**config.mk**
```make
export PLATFORM = sky130hd
export DESIGN_NAME = id_ex_stage
export DESIGN_NICKNAME = d
export VERILOG_FILES = /design/src/rtl/id_ex_stage.sv
export SDC_FILE = /design/constraint.sdc
export NUM_CORES = 1
export LEC_CHECK = 0
export BUFFER_PORTS_ARGS = -buffer_cell sky130_fd_sc_hd__clkbuf_2
export CORE_AREA = 2 2 114 116
export DETAILED_ROUTE_END_ITERATION = 10
export DIE_AREA = 0 0 116 118
export GPL_TIMING_DRIVEN = 0
export PLACE_DENSITY_LB_ADDON = 0.08
export RECOVER_POWER = 25
export SYNTH_ARGS = -nofsm -noshare
export SYNTH_HDL_FRONTEND = slang
export SYNTH_SLANG_ARGS = --single-unit
```
**constraint.sdc**
```tcl
create_clock -name clk -period 2.8 [get_ports clk]
set_clock_uncertainty 0.1 [all_clocks]
set_input_delay 0.14 -clock clk [delete_from_list [all_inputs] [get_ports clk]]
set_output_delay 0.14 -clock clk [all_outputs]
set_load 0.01 [all_outputs]
```
**src/rtl/id_ex_stage.sv**
```systemverilog
// ID/EX pipeline register with load-use hazard detection, WB-to-ID operand bypass,
// flush bubble insertion and a saturating bubble counter.
module id_ex_stage #(
    parameter int unsigned DATA_WIDTH = 32,
    parameter int unsigned REG_AW     = 5,
    parameter int unsigned OP_W       = 4,
    parameter int unsigned CNT_W      = 16
) (
    input  logic                  clk,
    input  logic                  rst,
    input  logic [OP_W-1:0]       op_type_ID,
    input  logic [DATA_WIDTH-1:0] reg_read_data_1_ID,
    input  logic [DATA_WIDTH-1:0] reg_read_data_2_ID,
    input  logic [REG_AW-1:0]     read_register_1_ID,
    input  logic [REG_AW-1:0]     read_register_2_ID,
    input  logic [REG_AW-1:0]     reg_write_address_ID,
    input  logic                  reg_write_enable_ID,
    input  logic [DATA_WIDTH-1:0] extended_immi_ID,
    input  logic                  load_MEM,
    input  logic [REG_AW-1:0]     reg_write_address_MEM,
    input  logic                  reg_write_enable_WB,
    input  logic [REG_AW-1:0]     reg_write_address_WB,
    input  logic [DATA_WIDTH-1:0] reg_write_data,
    input  logic                  flush,
    output logic [OP_W-1:0]       op_type_EX,
    output logic [DATA_WIDTH-1:0] reg_read_data_1_EX,
    output logic [DATA_WIDTH-1:0] reg_read_data_2_EX,
    output logic [REG_AW-1:0]     read_register_1_EX,
    output logic [REG_AW-1:0]     read_register_2_EX,
    output logic [REG_AW-1:0]     reg_write_address_EX,
    output logic                  reg_write_enable_EX,
    output logic [DATA_WIDTH-1:0] extended_immi_EX,
    output logic                  stall,
    output logic [CNT_W-1:0]      bubble_count
);

    localparam logic [OP_W-1:0] OpAdd = OP_W'(1);
    localparam logic [OP_W-1:0] OpSub = OP_W'(2);
    localparam logic [OP_W-1:0] OpAnd = OP_W'(3);
    localparam logic [OP_W-1:0] OpOr  = OP_W'(4);
    localparam logic [OP_W-1:0] OpSlt = OP_W'(5);
    localparam logic [OP_W-1:0] OpLw  = OP_W'(6);
    localparam logic [OP_W-1:0] OpSw  = OP_W'(7);
    localparam logic [OP_W-1:0] OpBeq = OP_W'(8);

    function automatic logic uses_rs(input logic [OP_W-1:0] op);
        return (op >= OpAdd) && (op <= OpBeq);
    endfunction

    function automatic logic uses_rt(input logic [OP_W-1:0] op);
        return op inside {OpAdd, OpSub, OpAnd, OpOr, OpSlt, OpSw, OpBeq};
    endfunction

    // True when the ID instruction reads dst, which a pending load has not yet produced.
    function automatic logic depends_on(input logic [OP_W-1:0]   op,
                                        input logic [REG_AW-1:0] rs,
                                        input logic [REG_AW-1:0] rt,
                                        input logic [REG_AW-1:0] dst);
        return (dst != '0) && ((uses_rs(op) && (rs == dst)) || (uses_rt(op) && (rt == dst)));
    endfunction

    logic hazard_ex;
    logic hazard_mem;
    logic load_bubble;
    logic fwd_1;
    logic fwd_2;
    logic [DATA_WIDTH-1:0] operand_1;
    logic [DATA_WIDTH-1:0] operand_2;

    assign hazard_ex = (op_type_EX == OpLw) && reg_write_enable_EX &&
                       depends_on(op_type_ID, read_register_1_ID, read_register_2_ID,
                                  reg_write_address_EX);
    assign hazard_mem = load_MEM &&
                        depends_on(op_type_ID, read_register_1_ID, read_register_2_ID,
                                   reg_write_address_MEM);

    assign stall       = (hazard_ex || hazard_mem) && !flush;
    assign load_bubble = flush || stall;

    assign fwd_1 = reg_write_enable_WB && (reg_write_address_WB != '0) &&
                   (reg_write_address_WB == read_register_1_ID);
    assign fwd_2 = reg_write_enable_WB && (reg_write_address_WB != '0) &&
                   (reg_write_address_WB == read_register_2_ID);

    assign operand_1 = fwd_1 ? reg_write_data : reg_read_data_1_ID;
    assign operand_2 = fwd_2 ? reg_write_data : reg_read_data_2_ID;

    always_ff @(posedge clk) begin
        if (rst) begin
            op_type_EX           <= '0;
            reg_read_data_1_EX   <= '0;
            reg_read_data_2_EX   <= '0;
            read_register_1_EX   <= '0;
            read_register_2_EX   <= '0;
            reg_write_address_EX <= '0;
            reg_write_enable_EX  <= 1'b0;
            extended_immi_EX     <= '0;
            bubble_count         <= '0;
        end else if (load_bubble) begin
            op_type_EX           <= '0;
            reg_read_data_1_EX   <= '0;
            reg_read_data_2_EX   <= '0;
            read_register_1_EX   <= '0;
            read_register_2_EX   <= '0;
            reg_write_address_EX <= '0;
            reg_write_enable_EX  <= 1'b0;
            extended_immi_EX     <= '0;
            if (bubble_count != '1) begin
                bubble_count <= bubble_count + CNT_W'(1);
            end
        end else begin
            op_type_EX           <= op_type_ID;
            reg_read_data_1_EX   <= operand_1;
            reg_read_data_2_EX   <= operand_2;
            read_register_1_EX   <= read_register_1_ID;
            read_register_2_EX   <= read_register_2_ID;
            reg_write_address_EX <= reg_write_address_ID;
            reg_write_enable_EX  <= reg_write_enable_ID;
            extended_immi_EX     <= extended_immi_ID;
        end
    end

endmodule

```
==> out/results.tsv, run 1 <==
stage	metric	value	unit
drt	wirelength	18900	um
floorplan	num_io_pins	296	
cells_and_area	final_cells	1156	
global_routing	grt_usage	0.273	
synth	syn-num-nets	641	
synth	ys.warnings.count	0	
critical_path	required	3.00	ns
cells_and_area	seq_area	0.00264	mm^2
sta	tightest_slew	0.784	ns
sta	slew_headroom	0.477	
synth	synth_area	0.00496	mm^2
drt	via_per_inst	4.70	
sta	period_needed	2.61	ns
cells_and_area	syn2layout_area_growth	81.1	%
global_routing	first_global_vias	5720	
run_status	status	finished clean	
cells_and_area	drive_gt1_frac	0.294	
synth	ys_top_cells_by_area	dfxtp_1 53%, mux2i_1 13%, and2_1 6.8%	
cts	cts_max_level	4	
global_routing	antenna_found_initial	0	
synth	synth_edf_count	0	
placed_design	placedCellCount	944	
critical_path	cpMaxStageDelayCell	clkbuf_1	
sta	hold_violations	0	
synth	synth_ff_type	dfxtp_1	
floorplan	die_w	116	um
min_path	min_path_type	in -> reg	
cts	cts_buffer_depth	2	
sta	setup_slack	0.191	ns
power_and_ir_drop	power.total	4960	uW
cells_and_area	final_nets	1135	
drt	dr_total_vias	5428	
floorplan	die_area	0.0137	mm^2
sta	rsz0062_at_grt	false	
cts	cts.clk_slew.worst_paths	0.05	ns
floorplan	die_h	118	um
synth	yosysSeqAreaShare	0.532	
critical_path	slowest_delay	0.66	ns
cells_and_area	diodes	0	
critical_path	crit_chain	clkbuf_2 -> xnor2_1 -> nand3_1 -> nor4_2 -> clkbuf_1 -> mux2i_1 -> dlygate4sd3_1 -> nor2_1	
drt	postRouteAntennaNets	0	
power_and_ir_drop	p_per_area	551	mW/mm^2
cells_and_area	fill_cells	907	
synth	synthArstFlopShare	0	
critical_path	path_class	in -> reg	
sta	finalSetupViolations	0	
drt	dr.pass1.iters	4	
placed_design	dp_hpwl	11600	um
power_and_ir_drop	p_leak	0.00395	uW
job	max_cap_viol_count	0	
drt	drt-wirelength-per-cell	16.4	um
sta	timing.hold.ws	0.0754	ns
global_routing	grt_pass1_wl	28600	um
sta	slew_violations	0	
synth	synth.distinct_cells	41	
placed_design	gp_congestion	0.779	
cells_and_area	multiInputGateArea	0.00219	mm^2
sta	finalCritPeriodShare	0.932	
critical_path	crit_path_max_fanout	10	
cts	tritoncts	done	
cts	cts_sinks	132	
cts	clkLatencyLatePin	0.42	ns
global_routing	grt_max_degree	17	
power_and_ir_drop	ir_drop	0.000347	V
synth	synth.ff_latch_count	132	
synth	synth_cells	477	
cts	numCtsBuffers	17	
cts	cts_setup_buffers	0	
critical_path	worstPathArrival	2.81	ns
critical_path	crit_path_start_kind	input pin	
sta	tns	0	ns
synth	syn_area_per_cell	10.4	um^2
synth	synth_top_area_share	0.532	
placed_design	io_buffer_count	295	
synth	synth.largest_area_cell	dfxtp_1	
floorplan	core	0.0124	mm^2
floorplan	initial_core_util	0.400	
critical_path	cp-end-kind	register	
sta	max_clock_freq	383	MHz
placed_design	place_ws	0.303	ns
cts	cts_root_buf	clkbuf_16	
drt	drc_errors	0	
drt	drt-initial-drc-count	196	
floorplan	std_cell_rows	41	
global_routing	overflow	0	
[critical path, delay by kind of cell]
family,cells,cell delay (ns)
buffers and inverters,3,1.41
AND/OR/NAND/NOR,3,0.97
multiplexers,1,0.16
XOR/XNOR,1,0.13
[layout by cell type, fill, tap and decap left out, types with 2 or more instances in the layout]
cell           count
clkbuf_2         232
dlygate4sd3_1    180
dfxtp_1          132
nor2_1            81
clkbuf_1          71
mux2i_1           66
and2_1            54
xnor2_1           24
clkbuf_16         17
nand3_1           13
xor2_1             9
buf_2              9
a21oi_1            7
nand2_1            7
mux2_1             7
nand4_1            6
nor2b_1            6
inv_1              5
buf_4              5
o21ai_1            4
nor4_2             4
or4_1              3
nor3_1             3
clkinvlp_4         3
clkinv_2           3
bufinv_16          3
nor4_1             2
and3_1             2
o21ai_0            2
or3_1              2
clkinv_4           2
clkbuf_8           2
[cells in the mapped netlist, types with 6 or more instances]
library cell  number
a21oi_1            7
and2_1            54
buf_2              9
clkbuf_1           7
dfxtp_1          132
mux2_1             7
mux2i_1           66
nand2_1            7
nand3_1           13
nand4_1            6
nor2_1            81
nor2b_1            6
xnor2_1           24
xor2_1             9
[repair_timing]
item | in CTS | in global routing
hold buffers | 180 | 0
setup endpoints to repair | 0 | 14
gates resized for setup | 0 | 8
hold endpoints to repair | 116 | 0
[worst paths after layout]
| check | start | to | slack (ns) | cells past startpoint |
|---|---|---|---|---|
| hold / removal | rst | bubble_count[15] | 0.08 | 3 |
| setup / recovery | read_register_2_ID[0] | reg_read_data_2_EX[27] | 0.19 | 8 |
| setup reg to reg | reg_write_address_EX[1] | reg_read_data_2_EX[27] | 0.25 | 8 |
| hold reg to reg | bubble_count[4] | bubble_count[4] | 0.42 | 2 |
[per-stage QoR]
step / utilization / area, um^2
6_report: 0.724 / 8990
3_3_place_gp: 0.536 / 6660
5_1_grt: 0.724 / 8990
4_1_cts: 0.730 / 9070
3_5_place_dp: 0.536 / 6660
2_1_floorplan: - / 4960
[flip-flops by register name (all words and copies together) (netlist names)]
signal and cells:
bubble_count 16, extended_immi_EX 32, op_type_EX 4, read_register_1_EX 5
read_register_2_EX 5, reg_read_data_1_EX 32, reg_read_data_2_EX 32, reg_write_address_EX 5
reg_write_enable_EX 1
[where the power goes]
part	total, uW	internal [uW]	switching, uW
Combinational	692	391	300
Sequential	1980	1950	29.7
Clock	2280	1450	833
[routing by layer]
layer  routed length [um]  vias up  share of wire  GRT usage
met2                 9760      245           0.52      0.496
met5                    0        -              0          0
met3                 1500       64          0.079      0.107
met4                  760        0          0.040      0.139
met1                 6890     2536           0.36      0.262
li1                     -     2583              -          -
[kinds of logic after synthesis]
kind of cell / share of synthesized area
simple gates: 0.201
flops: 0.532
mux: 0.149
xor+xnor: 0.0582
buf+inv: 0.0265
compound gates: 0.0305
fa+ha+maj: 0.00252
[area by class of cell]
class | instances | area share
Clock inverter | 12 | 0.0171
Sequential cell | 132 | 0.294
Clock buffer | 20 | 0.0508
Multi-Input combinational cell | 318 | 0.244
Buffer | 21 | 0.0125
Tap cell | 172 | 0.0239
Timing Repair Buffer | 475 | 0.356
Inverter | 6 | 0.00251
Power figures use the tool's default switching activity.
==> run 2: changes to the inputs <==
Settings changed: CELL_PAD_IN_SITES_DETAIL_PLACEMENT from default to 0, CELL_PAD_IN_SITES_GLOBAL_PLACEMENT from default to 1, CORE_AREA 2 2 114 116 to default, CORE_MARGIN from default to 2, CORE_UTILIZATION from default to 31, DIE_AREA 0 0 116 118 to default.
==> run 2 against run 1 <==
Cell count is 3.8% higher. Power is 0.60% lower. First-iteration DRC count is 20% lower. Sequential share of layout area is 0.15 points lower. Register-to-register slack better by 0.08 ns. Die area is 24% higher. Non-clock buffer count stayed put. Combinational power is 3% lower. Final area is 0.52% higher. Critical endpoint is now reg_read_data_1_EX[7]. Via count is 5.0% lower.
==> out/results.tsv, run 2 (same netlist as run 1, synthesis figures left out) <==
stage	metric	value	unit	change
run_status	status	finished clean		
critical_path	cp-end-kind	register		
floorplan	initial_core_util	0.315		-0.0851
placed_design	gp_congestion	0.773		-0.68%
floorplan	die_h	131	um	+11%
global_routing	overflow	0		unchanged
cts	cts_max_level	4		unchanged
job	max_cap_viol_count	0		unchanged
sta	rsz0062_at_grt	false		
cts	cts_sinks	132		unchanged
global_routing	grt_max_degree	17		unchanged
cells_and_area	mostFrequentLayoutCells	229 x clkbuf_2, 180 x dlygate4sd3_1, 132 x dfxtp_1		
cells_and_area	seq_area	0.00264	mm^2	unchanged
cts	cts_root_buf	clkbuf_16		
cells_and_area	diodes	0		unchanged
cts	numCtsBuffers	17		unchanged
sta	slew_headroom	0.426		-0.0517
critical_path	required	3.00	ns	about the same
cts	cts_resized	0		unchanged
critical_path	crit_path_max_fanout	10		unchanged
critical_path	crit_path_start_kind	input pin		
global_routing	grt_pass1_wl	26000	um	-8.8%
floorplan	core	0.0158	mm^2	+27%
drt	wirelength	17300	um	-8.5%
sta	finalCritPeriodShare	0.925		-0.00657
global_routing	antenna_found_initial	0		unchanged
cells_and_area	final_nets	1135		unchanged
cells_and_area	syn2layout_area_growth	82.0	%	
floorplan	die_w	131	um	+13%
power_and_ir_drop	p_leak	0.00394	uW	-0.31%
cells_and_area	drive_gt1_frac	0.288		-0.00610
drt	postRouteAntennaNets	0		unchanged
drt	via_per_inst	4.30		-8.5%
drt	dr.pass1.iters	4		unchanged
power_and_ir_drop	power.total	4930	uW	-0.60%
cells_and_area	final_cells	1200		+3.8%
global_routing	first_global_vias	5343		-6.6%
cells_and_area	reg_top3	extended_immi_EX (32), reg_read_data_1_EX (32), reg_read_data_2_EX (32)		
cts	cts_buffer_depth	2		unchanged
cells_and_area	fill_cells	1474		+63%
critical_path	worstPathArrival	2.79	ns	-0.02 ns
sta	slew_violations	0		unchanged
sta	max_clock_freq	386	MHz	+0.71%
min_path	min_path_type	in -> reg		
placed_design	io_buffer_count	295		unchanged
sta	tns	0	ns	unchanged
power_and_ir_drop	ir_drop	0.000384	V	+10%
floorplan	die_area	0.0170	mm^2	+24%
sta	timing.hold.ws	0.0616	ns	-0.0138 ns
drt	drt-initial-drc-count	157		-20%
sta	tightest_slew	0.862	ns	+0.0776 ns
placed_design	placedCellCount	988		+4.7%
drt	dr_total_vias	5156		-5.0%
cts	cts_setup_buffers	0		unchanged
floorplan	std_cell_rows	46		+12%
global_routing	grt_usage	0.200		-0.0731
cells_and_area	layout_commonest_cell	clkbuf_2		
floorplan	num_io_pins	296		unchanged
sta	hold_violations	0		unchanged
drt	drt-wirelength-per-cell	14.4	um	-12%
cts	clkLatencyLatePin	0.42	ns	about the same
cts	tritoncts	done		
power_and_ir_drop	p_per_area	545	mW/mm^2	-1.1%
drt	drc_errors	0		unchanged
critical_path	path_class	in -> reg		
cells_and_area	multiInputGateArea	0.00219	mm^2	unchanged
cts	cts.clk_slew.worst_paths	0.06	ns	about the same
placed_design	dp_hpwl	12200	um	+5.1%
sta	finalSetupViolations	0		unchanged
sta	period_needed	2.59	ns	-0.0184 ns
[run 2: critical path, stage by stage]
cell and delay, ns:
clkbuf_2 0.15, xnor2_1 0.17, nand3_1 0.12, nor4_2 0.58, clkbuf_1 0.71, mux2i_1 0.28
dlygate4sd3_1 0.58, nor2_1 0.04
[run 2: power breakdown]
group	leakage [uW]	switching, uW	internal, uW	total [uW]
registers	0.00108	26.1	1950	1980
clock network	0.000290	801	1470	2270
logic	0.00256	284	391	674
total	0.00394	1110	3820	4930
[run 2: routing by layer]
metal / GRT usage / share of wire / up-vias
met5: 0 / 0 / -
met4: 0.0882 / 0.025 / 0
met3: 0.0607 / 0.079 / 32
met1: 0.214 / 0.40 / 2331
li1: - / - / 2590
met2: 0.365 / 0.50 / 203
[run 2: layout make-up]
class,instances,share of cell area
inverter,6,0.00249
buffer,21,0.0120
multi-input combinational,318,0.242
clock buffer,24,0.0533
timing repair buffer,475,0.354
tap,216,0.0299
sequential,132,0.292
clock inverter,8,0.0137
[run 2: stage by stage]
| step | instance area (um^2) | util | setup WS (ns) |
|---|---|---|---|
| 2_1_floorplan | 4960 | - | 0.539 |
| 3_3_place_gp | 6710 | 0.426 | 0.348 |
| 3_5_place_dp | 6710 | 0.426 | 0.316 |
| 4_1_cts | 9120 | 0.578 | 0.251 |
| 5_1_grt | 9030 | 0.573 | 0.00876 |
| 6_report | 9030 | 0.573 | 0.209 |
[run 2: final timing paths]
check | startpoint | to | slack (ns) | cells past startpoint
worst max-delay path | read_register_1_ID[4] | reg_read_data_1_EX[7] | 0.21 | 8
worst max register to register | reg_write_address_EX[1] | extended_immi_EX[2] | 0.33 | 8
worst min register to register | bubble_count[4] | bubble_count[4] | 0.41 | 2
worst min-delay path | rst | bubble_count[15] | 0.06 | 3
[run 2: repair_timing]
item	CTS	global route
hold buffers	180	0
hold endpoints to repair	116	0
endpoints found under the setup margin	0	0
